### config.mk
export PLATFORM = sky130hd
export DESIGN_NAME = si_tag_converter_filtered
export DESIGN_NICKNAME = d
export VERILOG_FILES = /design/src/rtl/si_tag_converter_filtered.sv
export SDC_FILE = /design/constraint.sdc
export NUM_CORES = 2
export LEC_CHECK = 0
export ABC_AREA = 1
export BUFFER_PORTS_ARGS = -buffer_cell sky130_fd_sc_hd__buf_2
export CAP_MARGIN = 20
export CORE_MARGIN = 2
export CORE_UTILIZATION = 55
export DETAILED_ROUTE_END_ITERATION = 10
export PLACE_DENSITY = 0.73
export SLEW_MARGIN = 20
export SYNTH_ARGS = -nofsm -noshare
export SYNTH_HDL_FRONTEND = slang
export SYNTH_SLANG_ARGS = --single-unit
### constraint.sdc
create_clock -name clk -period 55.9 [get_ports clk]
set_clock_uncertainty 0.1 [all_clocks]
set_input_delay 5.59 -clock clk [delete_from_list [all_inputs] [get_ports clk]]
set_output_delay 5.59 -clock clk [all_outputs]
set_load 0.005 [all_outputs]
### src/rtl/si_tag_converter_filtered.sv
// Multi-lane Time Tagger word to absolute tag time / signed channel converter.
// Optional monotonicity checker built when SI_TAG_CONVERTER_MONOTONIC_CHECK_EN is defined.
module si_tag_converter_filtered #(
    parameter int CHANNEL_COUNT   = 20,
    parameter int DATA_WIDTH_IN   = 128,
    parameter int KEEP_WIDTH_IN   = DATA_WIDTH_IN/8,
    parameter int NUMBER_OF_WORDS = DATA_WIDTH_IN/32,
    parameter int COUNTER_TICK    = 4000
) (
    input  logic                              clk,
    input  logic                              rst_n,
    input  logic                              s_axis_tvalid,
    output logic                              s_axis_tready,
    input  logic [DATA_WIDTH_IN-1:0]          s_axis_tdata,
    input  logic [KEEP_WIDTH_IN-1:0]          s_axis_tkeep,
    input  logic                              s_axis_tlast,
    input  logic [31:0]                       s_axis_tuser,
    input  logic [2*CHANNEL_COUNT-1:0]        channel_enable,
    output logic                              m_axis_tvalid,
    input  logic                              m_axis_tready,
    output logic [64*NUMBER_OF_WORDS-1:0]     m_axis_tagtime,
    output logic signed [6*NUMBER_OF_WORDS-1:0] m_axis_channel,
    output logic [NUMBER_OF_WORDS-1:0]        m_axis_tkeep,
    output logic [31:0]                       tag_count,
    output logic [31:0]                       filtered_count,
    output logic                              mono_error
);

    localparam int NW = NUMBER_OF_WORDS;
    localparam logic [19:0] TICK = 20'(COUNTER_TICK);

    logic en;
    logic unused_tlast;

    logic [31:0] s0_word [NW];
    logic [31:0] s0_user;
    logic [63:0] s1_prod [NW];
    logic [19:0] s1_hi   [NW];
    logic [63:0] s2_time [NW];
    logic [7:0]  s2_id   [NW];

    logic [63:0]    en_ext;
    logic [NW-1:0]  dec;
    logic [NW-1:0]  keep;
    logic [5:0]     chan [NW];
    logic [31:0]    kcnt;
    logic [31:0]    fcnt;

    assign en = m_axis_tready || !m_axis_tvalid;
    // Never back-pressure the source while reset is flushing the pipe.
    assign s_axis_tready = en || !rst_n;
    assign unused_tlast = s_axis_tlast;
    assign en_ext = 64'(channel_enable);

    always_comb begin
        kcnt = '0;
        fcnt = '0;
        for (int i = 0; i < NW; i++) begin
            dec[i]  = (s2_id[i][7:6] == 2'b01) &&
                      (int'(s2_id[i][5:0]) < 2*CHANNEL_COUNT);
            keep[i] = dec[i] && en_ext[s2_id[i][5:0]];
            if (int'(s2_id[i][5:0]) < CHANNEL_COUNT)
                chan[i] = s2_id[i][5:0] + 6'd1;
            else
                chan[i] = 6'(CHANNEL_COUNT - 1 - int'(s2_id[i][5:0]));
            kcnt = kcnt + 32'(keep[i]);
            fcnt = fcnt + 32'(dec[i] && !keep[i]);
        end
    end

    always_ff @(posedge clk) begin
        if (!rst_n) begin
            s0_user        <= '0;
            m_axis_tvalid  <= 1'b0;
            m_axis_tkeep   <= '0;
            m_axis_tagtime <= '0;
            m_axis_channel <= '0;
            tag_count      <= '0;
            filtered_count <= '0;
            for (int i = 0; i < NW; i++) begin
                s0_word[i] <= '0;
                s1_prod[i] <= '0;
                s1_hi[i]   <= '0;
                s2_time[i] <= '0;
                s2_id[i]   <= '0;
            end
        end else if (en) begin
            s0_user <= s_axis_tuser;
            for (int i = 0; i < NW; i++) begin
                // Unusable lanes become event_type 0 and never decode.
                if (s_axis_tvalid && (s_axis_tkeep[4*i+:4] == 4'hF))
                    s0_word[i] <= s_axis_tdata[32*i+:32];
                else
                    s0_word[i] <= '0;
                s1_prod[i] <= 64'({s0_user, s0_word[i][11:0]}) * 64'(TICK);
                s1_hi[i]   <= s0_word[i][31:12];
                s2_time[i] <= s1_prod[i] + 64'(s1_hi[i][11:0]);
                s2_id[i]   <= s1_hi[i][19:12];
                m_axis_tagtime[64*i+:64] <= keep[i] ? s2_time[i] : 64'd0;
                m_axis_channel[6*i+:6]   <= keep[i] ? chan[i] : 6'd0;
            end
            m_axis_tkeep   <= keep;
            m_axis_tvalid  <= |keep;
            tag_count      <= tag_count + kcnt;
            filtered_count <= filtered_count + fcnt;
        end
    end

`ifdef SI_TAG_CONVERTER_MONOTONIC_CHECK_EN
    logic [63:0] last_time;
    logic [63:0] pred;
    logic        hit;
    logic        mono_hit;

    // Walk emitted lanes in ascending order, chaining from the last beat.
    always_comb begin
        pred = last_time;
        hit  = 1'b0;
        for (int i = 0; i < NW; i++) begin
            if (keep[i]) begin
                if (s2_time[i] < pred)
                    hit = 1'b1;
                pred = s2_time[i];
            end
        end
    end

    always_ff @(posedge clk) begin
        if (!rst_n) begin
            last_time  <= '0;
            mono_hit   <= 1'b0;
            mono_error <= 1'b0;
        end else begin
            mono_hit   <= en && hit;
            mono_error <= mono_error || mono_hit;
            if (en)
                last_time <= pred;
        end
    end
`else
    assign mono_error = 1'b0;
`endif

endmodule

Word level (Yosys, flattened, before mapping)
Memories as Yosys holds them, arrays and structs flattened.
Cells that the tools add are included.
{"block": "word_totals", "register_bits": 381, "latch_bits": 0, "ram_bits": 700, "romBits": 0, "input_bits": 221, "output_inout_bits": 351, "wordCells": 185, "memories": 5}
{"memory": "s2_time", "words": 4, "word_bits": 64, "read_ports": 4, "rd_ports_with_merged_regs": 0, "write_ports": 4, "line": "39", "source": "logic [63:0] s2_time [NW];"}
{"memory": "s1_prod", "words": 4, "word_bits": 51, "read_ports": 4, "rd_ports_with_merged_regs": 0, "write_ports": 4, "line": "37", "source": "logic [63:0] s1_prod [NW];"}
{"memory": "s0_word", "words": 4, "word_bits": 32, "read_ports": 4, "rd_ports_with_merged_regs": 0, "write_ports": 4, "line": "35", "source": "logic [31:0] s0_word [NW];"}
{"memory": "s1_hi", "words": 4, "word_bits": 20, "read_ports": 4, "rd_ports_with_merged_regs": 0, "write_ports": 4, "line": "38", "source": "logic [19:0] s1_hi [NW];"}
{"memory": "s2_id", "words": 4, "word_bits": 8, "read_ports": 4, "rd_ports_with_merged_regs": 0, "write_ports": 4, "line": "40", "source": "logic [7:0] s2_id [NW];"}
{"block": "classes", "add_sub_neg": 20, "n_mul": 4, "div_mod_pow": 0, "order_cmp": 12, "n_eq_ne": 8, "shifts": 0, "muxes": 80, "n_bitwise": 24, "n_reduce_logical": 25}
{"operator": "64-bit 2-to-1 mux", "count": 8}
{"operator": "64-bit by 12-bit adder with 64-bit output", "count": 4}
{"operator": "32-bit 2-to-1 mux", "count": 8}
{"operator": "44-bit by 7-bit multiplier with 51-bit output, second input constant", "count": 4}
{"operator": "51-bit 2-to-1 mux", "count": 4}
{"operator": "20-bit 2-to-1 mux", "count": 4}
{"operator": "32-bit by 4-bit adder with 32-bit output", "count": 2}
{"operator": "6-bit 2-to-1 mux", "count": 8}
{"operator": "1-bit 2-to-1 mux", "count": 40}
{"operator": "8-bit 2-to-1 mux", "count": 4}
{"operator": "6-bit by 7-bit < comparator with 1-bit output, second input constant", "count": 4}
{"operator": "6-bit by 1-bit adder with 6-bit output, second input constant", "count": 4}
{"operator": "1-bit binary-select mux with 6-bit select", "count": 4}
{"operator": "6-bit by 5-bit < comparator with 1-bit output, second input constant", "count": 4}
{"operator": "6-bit < comparator, second input constant", "count": 4}
{"operator": "1-bit OR", "count": 24}
{"operator": "5-bit by 6-bit subtractor with 6-bit output, first input constant", "count": 4}
{"operator": "4-bit equality test, second input constant", "count": 4}
{"operator": "1-bit logical AND", "count": 16}
{"operator": "3-bit by 1-bit adder with 4-bit output", "count": 2}
{"operator": "2-bit by 1-bit equality test with 1-bit output, second input constant", "count": 4}
{"operator": "2-bit by 1-bit adder with 3-bit output", "count": 2}
{"operator": "1-bit logical NOT", "count": 6}
{"operator": "1-bit by 1-bit adder with 2-bit output", "count": 2}
{"operator": "2 further kinds", "count": 3}

Logic depth before layout (Yosys ltp)
An unclocked memory read counts as a cell.
{"block": "logic_depth", "ltp_word": 10, "ltp_mapped": 28, "ltp_nobuf": 27}

Worst setup path before layout
Ideal clock, no wire load.
{"block": "synth_path", "path_type": "in2out", "start": "in m_axis_tready", "end": "out s_axis_tready", "arrival_ns": 24.329, "required_time_ns": 50.210, "setup_slack_ns": 25.881, "cell_stages": 6, "path_buffers": 2, "path_cell_list": "inv_1 > nand2_1 > buf_4 > nor2_1 > inv_1 > clkbuf_1"}
{"block": "synth_between", "elab_chain_len": 2}
{"item": "start: declaration", "line": "20", "source": "input logic m_axis_tready,"}
{"item": "1-bit logical OR", "line": "49", "source": "assign en = m_axis_tready || !m_axis_tvalid;"}
{"item": "1-bit logical OR", "line": "51", "source": "assign s_axis_tready = en || !rst_n;"}
{"item": "end: declaration", "line": "13", "source": "output logic s_axis_tready,"}
No other way between the ends.

Final worst setup path
{"block": "layout_path", "start": "in rst_n", "end": "out s_axis_tready"}
{"block": "layout_between", "elab_chain_len": 2}
{"item": "start: declaration", "line": "11", "source": "input logic rst_n,"}
{"item": "1-bit logical NOT"}
{"item": "1-bit logical OR", "line": "51"}
No other way between the ends.

==> impl_metrics.yaml <==
outcome:
  outcome: "completed"
power:
  power_leakage_nw: 32.25
  fin_total_pwr_mw: 2.623
  p_per_area_nw_per_um2: 36.25
  worst_ir_drop_vdd_v: 0.00003473
global_route:
  grt_first_pass_wirelength_mm: 322.7
  overflow: 0
  grt_start_max_net_pins: 177
  track_usage_pct: 35.38
  grt_pass1_vias: 53050
  antenna_found_initial: 9
clock_network:
  path_clk_slew_ps: 60
  cts_resized: 0
  clock_latency_ps: 750
  cts_buffer_depth: 3
  tritoncts: "yes"
  cts.root.buffer_cell: "clkbuf_16"
  cts.htree.levels: 3
  cts_hold_buf: 0
  cts.sinks: 1025
  cts_setup_buffers: 0
  numCtsBuffers: 106
logic_synthesis:
  yosys_warnings: 0
  async_flop_share_pct: 0
  synth_area_leader_cell: "edfxtp_1"
  synth_ff_type: "edfxtp_1"
  synth_area_per_cell_um2: 8.297
  synth.area.top_cells: "edfxtp_1 31%, dfxtp_1 11%, fa_1 11%, nand2_1 9.2%, inv_1 7.6%"
  yosysMostFrequentCell: "nand2_1"
  synth_top_area_share_pct: 31.11
  yosysSeqAreaShare_pct: 42.01
  syn_inst: 7817
  synth_area_um2: 64850
  synth_edf_count: 672
  ys_seq_elements: 1025
  synth_cell_types: 59
  synth_commonest_cells: "1585 x nand2_1, 1305 x inv_1, 888 x nor2_1"
timing:
  fin_setup_tns_ps: 0
  tightestPinTransition_ps: 1195
  final-max-slew-violation-count: 0
  setup_ws_ps: 42280
  fmax_mhz: 73.42
  fin_crit_sh_pct: 24.37
  maxSlewHeadroom_pct: 20.34
  period_minus_slack_ps: 13620
  rsz0062_at_grt: "false"
  hold_ws_ps: 307.2
  setup_violations: 0
  hold_viol: 0
critical_path:
  crit_type: "in -> out"
  cp-end-kind: "output port"
  arrival_ps: 7930
  max_stage_delay_ps: 660
  path_cells: "buf_2 > inv_1 > nor2_4 > inv_8 > buf_2"
  worstSetupStartpointType: "input port"
  cp_max_fo: 66
  required_ps: 50210
  rrSetupSlack_ps: 48670
  cpMostUsedCell: "buf_2"
  slowest_stage: "inv_1"
floorplan:
  core_area_um2: 116500
  die_h_um: 347.4
  fp-row-count: 125
  die_w_um: 347.4
  fp.dieArea_um2: 120700
  initial_utilization_pct: 55.66
  ios: 572
detailed_routing:
  vias_per_cell: 5.640
  wire_per_inst_um: 21.79
  drt-total-wl_mm: 216.0
  drc: 0
  first_iter_violations: 6276
  ant_nets: 0
  dr_total_vias: 55910
  dr.pass1.iters: 7
place:
  pre_cts_slack_ps: 41600
  portBuffers: 541
  dp_hpwl_mm: 168.5
  gp_congestion: 1.028
layout:
  nFillCells: 10090
  syn2layout_area_growth_pct: 11.57
  final_util_pct: 62.10
  nNetsFinal: 9121
  drive_gt1_share_pct: 10.17
worst_hold_path:
  hp-class: "reg -> reg"
flow_run:
  maxCapViolations: 0
[layer usage]
metal / global-route usage [%] / routed length, µm
met1: 48.49 / 90670
met2: 56.33 / 98000
met3: 5.835 / 17770
met4: 14.01 / 9449
met5: 0 / 64
[final timing paths]
| check | start | end | depth (start not counted) |
|---|---|---|---|
| setup / recovery | rst_n | s_axis_tready | 5 |
| hold / removal | s2_time[0][136]$_SDFFCE_PN0P_ | m_axis_tagtime[136]$_SDFFE_PN0N_ | 2 |
| setup reg to reg | s0_user[7]$_SDFFE_PN0N_ | s1_prod[0][149]$_SDFFCE_PN0P_ | 14 |
| hold reg to reg | s2_time[0][136]$_SDFFCE_PN0P_ | m_axis_tagtime[136]$_SDFFE_PN0N_ | 2 |
[state kept, by name, indices dropped and copies added, names as in the netlist]
register,count
filtered_count,32
m_axis_channel,24
m_axis_tagtime,228
m_axis_tkeep,4
m_axis_tvalid,1
s0_user,32
s0_word,128
s1_hi,80
s1_prod,204
s2_id,32
s2_time,228
tag_count,32
[per-stage QoR]
| stage | area, µm² | cells |
|---|---|---|
| after floorplan | 64960 | 7845 |
| after global placement | 68750 | 9705 |
| after detailed placement | 68750 | 9705 |
| after CTS | 72310 | 9907 |
| after global routing | 72350 | 9911 |
| final | 72360 | 9913 |
[placed cells by master (no fill, tap or decap), types with 17 or more instances in the layout]
master     synthesis  layout
o21ai_1           20      20
nand2_1         1585    1585
fa_1             347     347
dfxtp_1          353     353
clkbuf_1         131      21
nor4_1            35      35
o21a_1            62      62
conb_1             1      29
nand3_1          368     364
inv_1           1305    1303
o21ai_0          419     419
clkbuf_16          0     107
nor2_1           888     886
buf_4             44      36
clkinv_2           0      22
nor3_1           143     142
nor3b_1           20      20
xor2_1            27      27
or2_2             23      23
clkinv_1           6      19
edfxtp_1         672     672
o211ai_1          21      21
nand4_1          262     262
nor2_2            18      17
ha_1             263     263
buf_2             41     541
a21oi_1          580     579
[critical path: cells and delay by family]
| family | cells | cell delay, ps |
|---|---|---|
| buffers and inverters | 4 | 1720 |
| AND/OR/NAND/NOR | 1 | 530 |
[report_power, final]
part	total [mW]	internal (mW)	switching [mW]
logic	0.934	0.244	0.690
clock network	0.710	0.402	0.308
registers	0.978	0.903	0.0753
total	2.62	1.55	1.07
[cells by family after synthesis]
| family | count (synthesis) | share of synthesized area, % |
|---|---|---|
| XOR/XNOR | 34 | 0.4592 |
| flip-flops | 1025 | 42.01 |
| buffers and inverters | 1570 | 9.536 |
| other | 1 | 0.005782 |
| AO/OA/AOI/OAI | 1179 | 9.783 |
| AND/OR/NAND/NOR | 3398 | 22.42 |
| adder cells (fa/ha/maj) | 610 | 15.79 |
[final cells by class]
cell class | instances | area (µm²) | area share [%]
sequential | 1025 | 27250 | 37.66
clock inverter | 63 | 663.1 | 0.9165
tap | 1524 | 1907 | 2.635
timing repair buffer | 581 | 3049 | 4.214
multi-input combinational | 5250 | 31590 | 43.66
clock buffer | 139 | 2895 | 4.001
inverter | 1326 | 4992 | 6.900
antenna | 5 | 12.51 | 0.01729
Power figures use the tool's default switching activity.
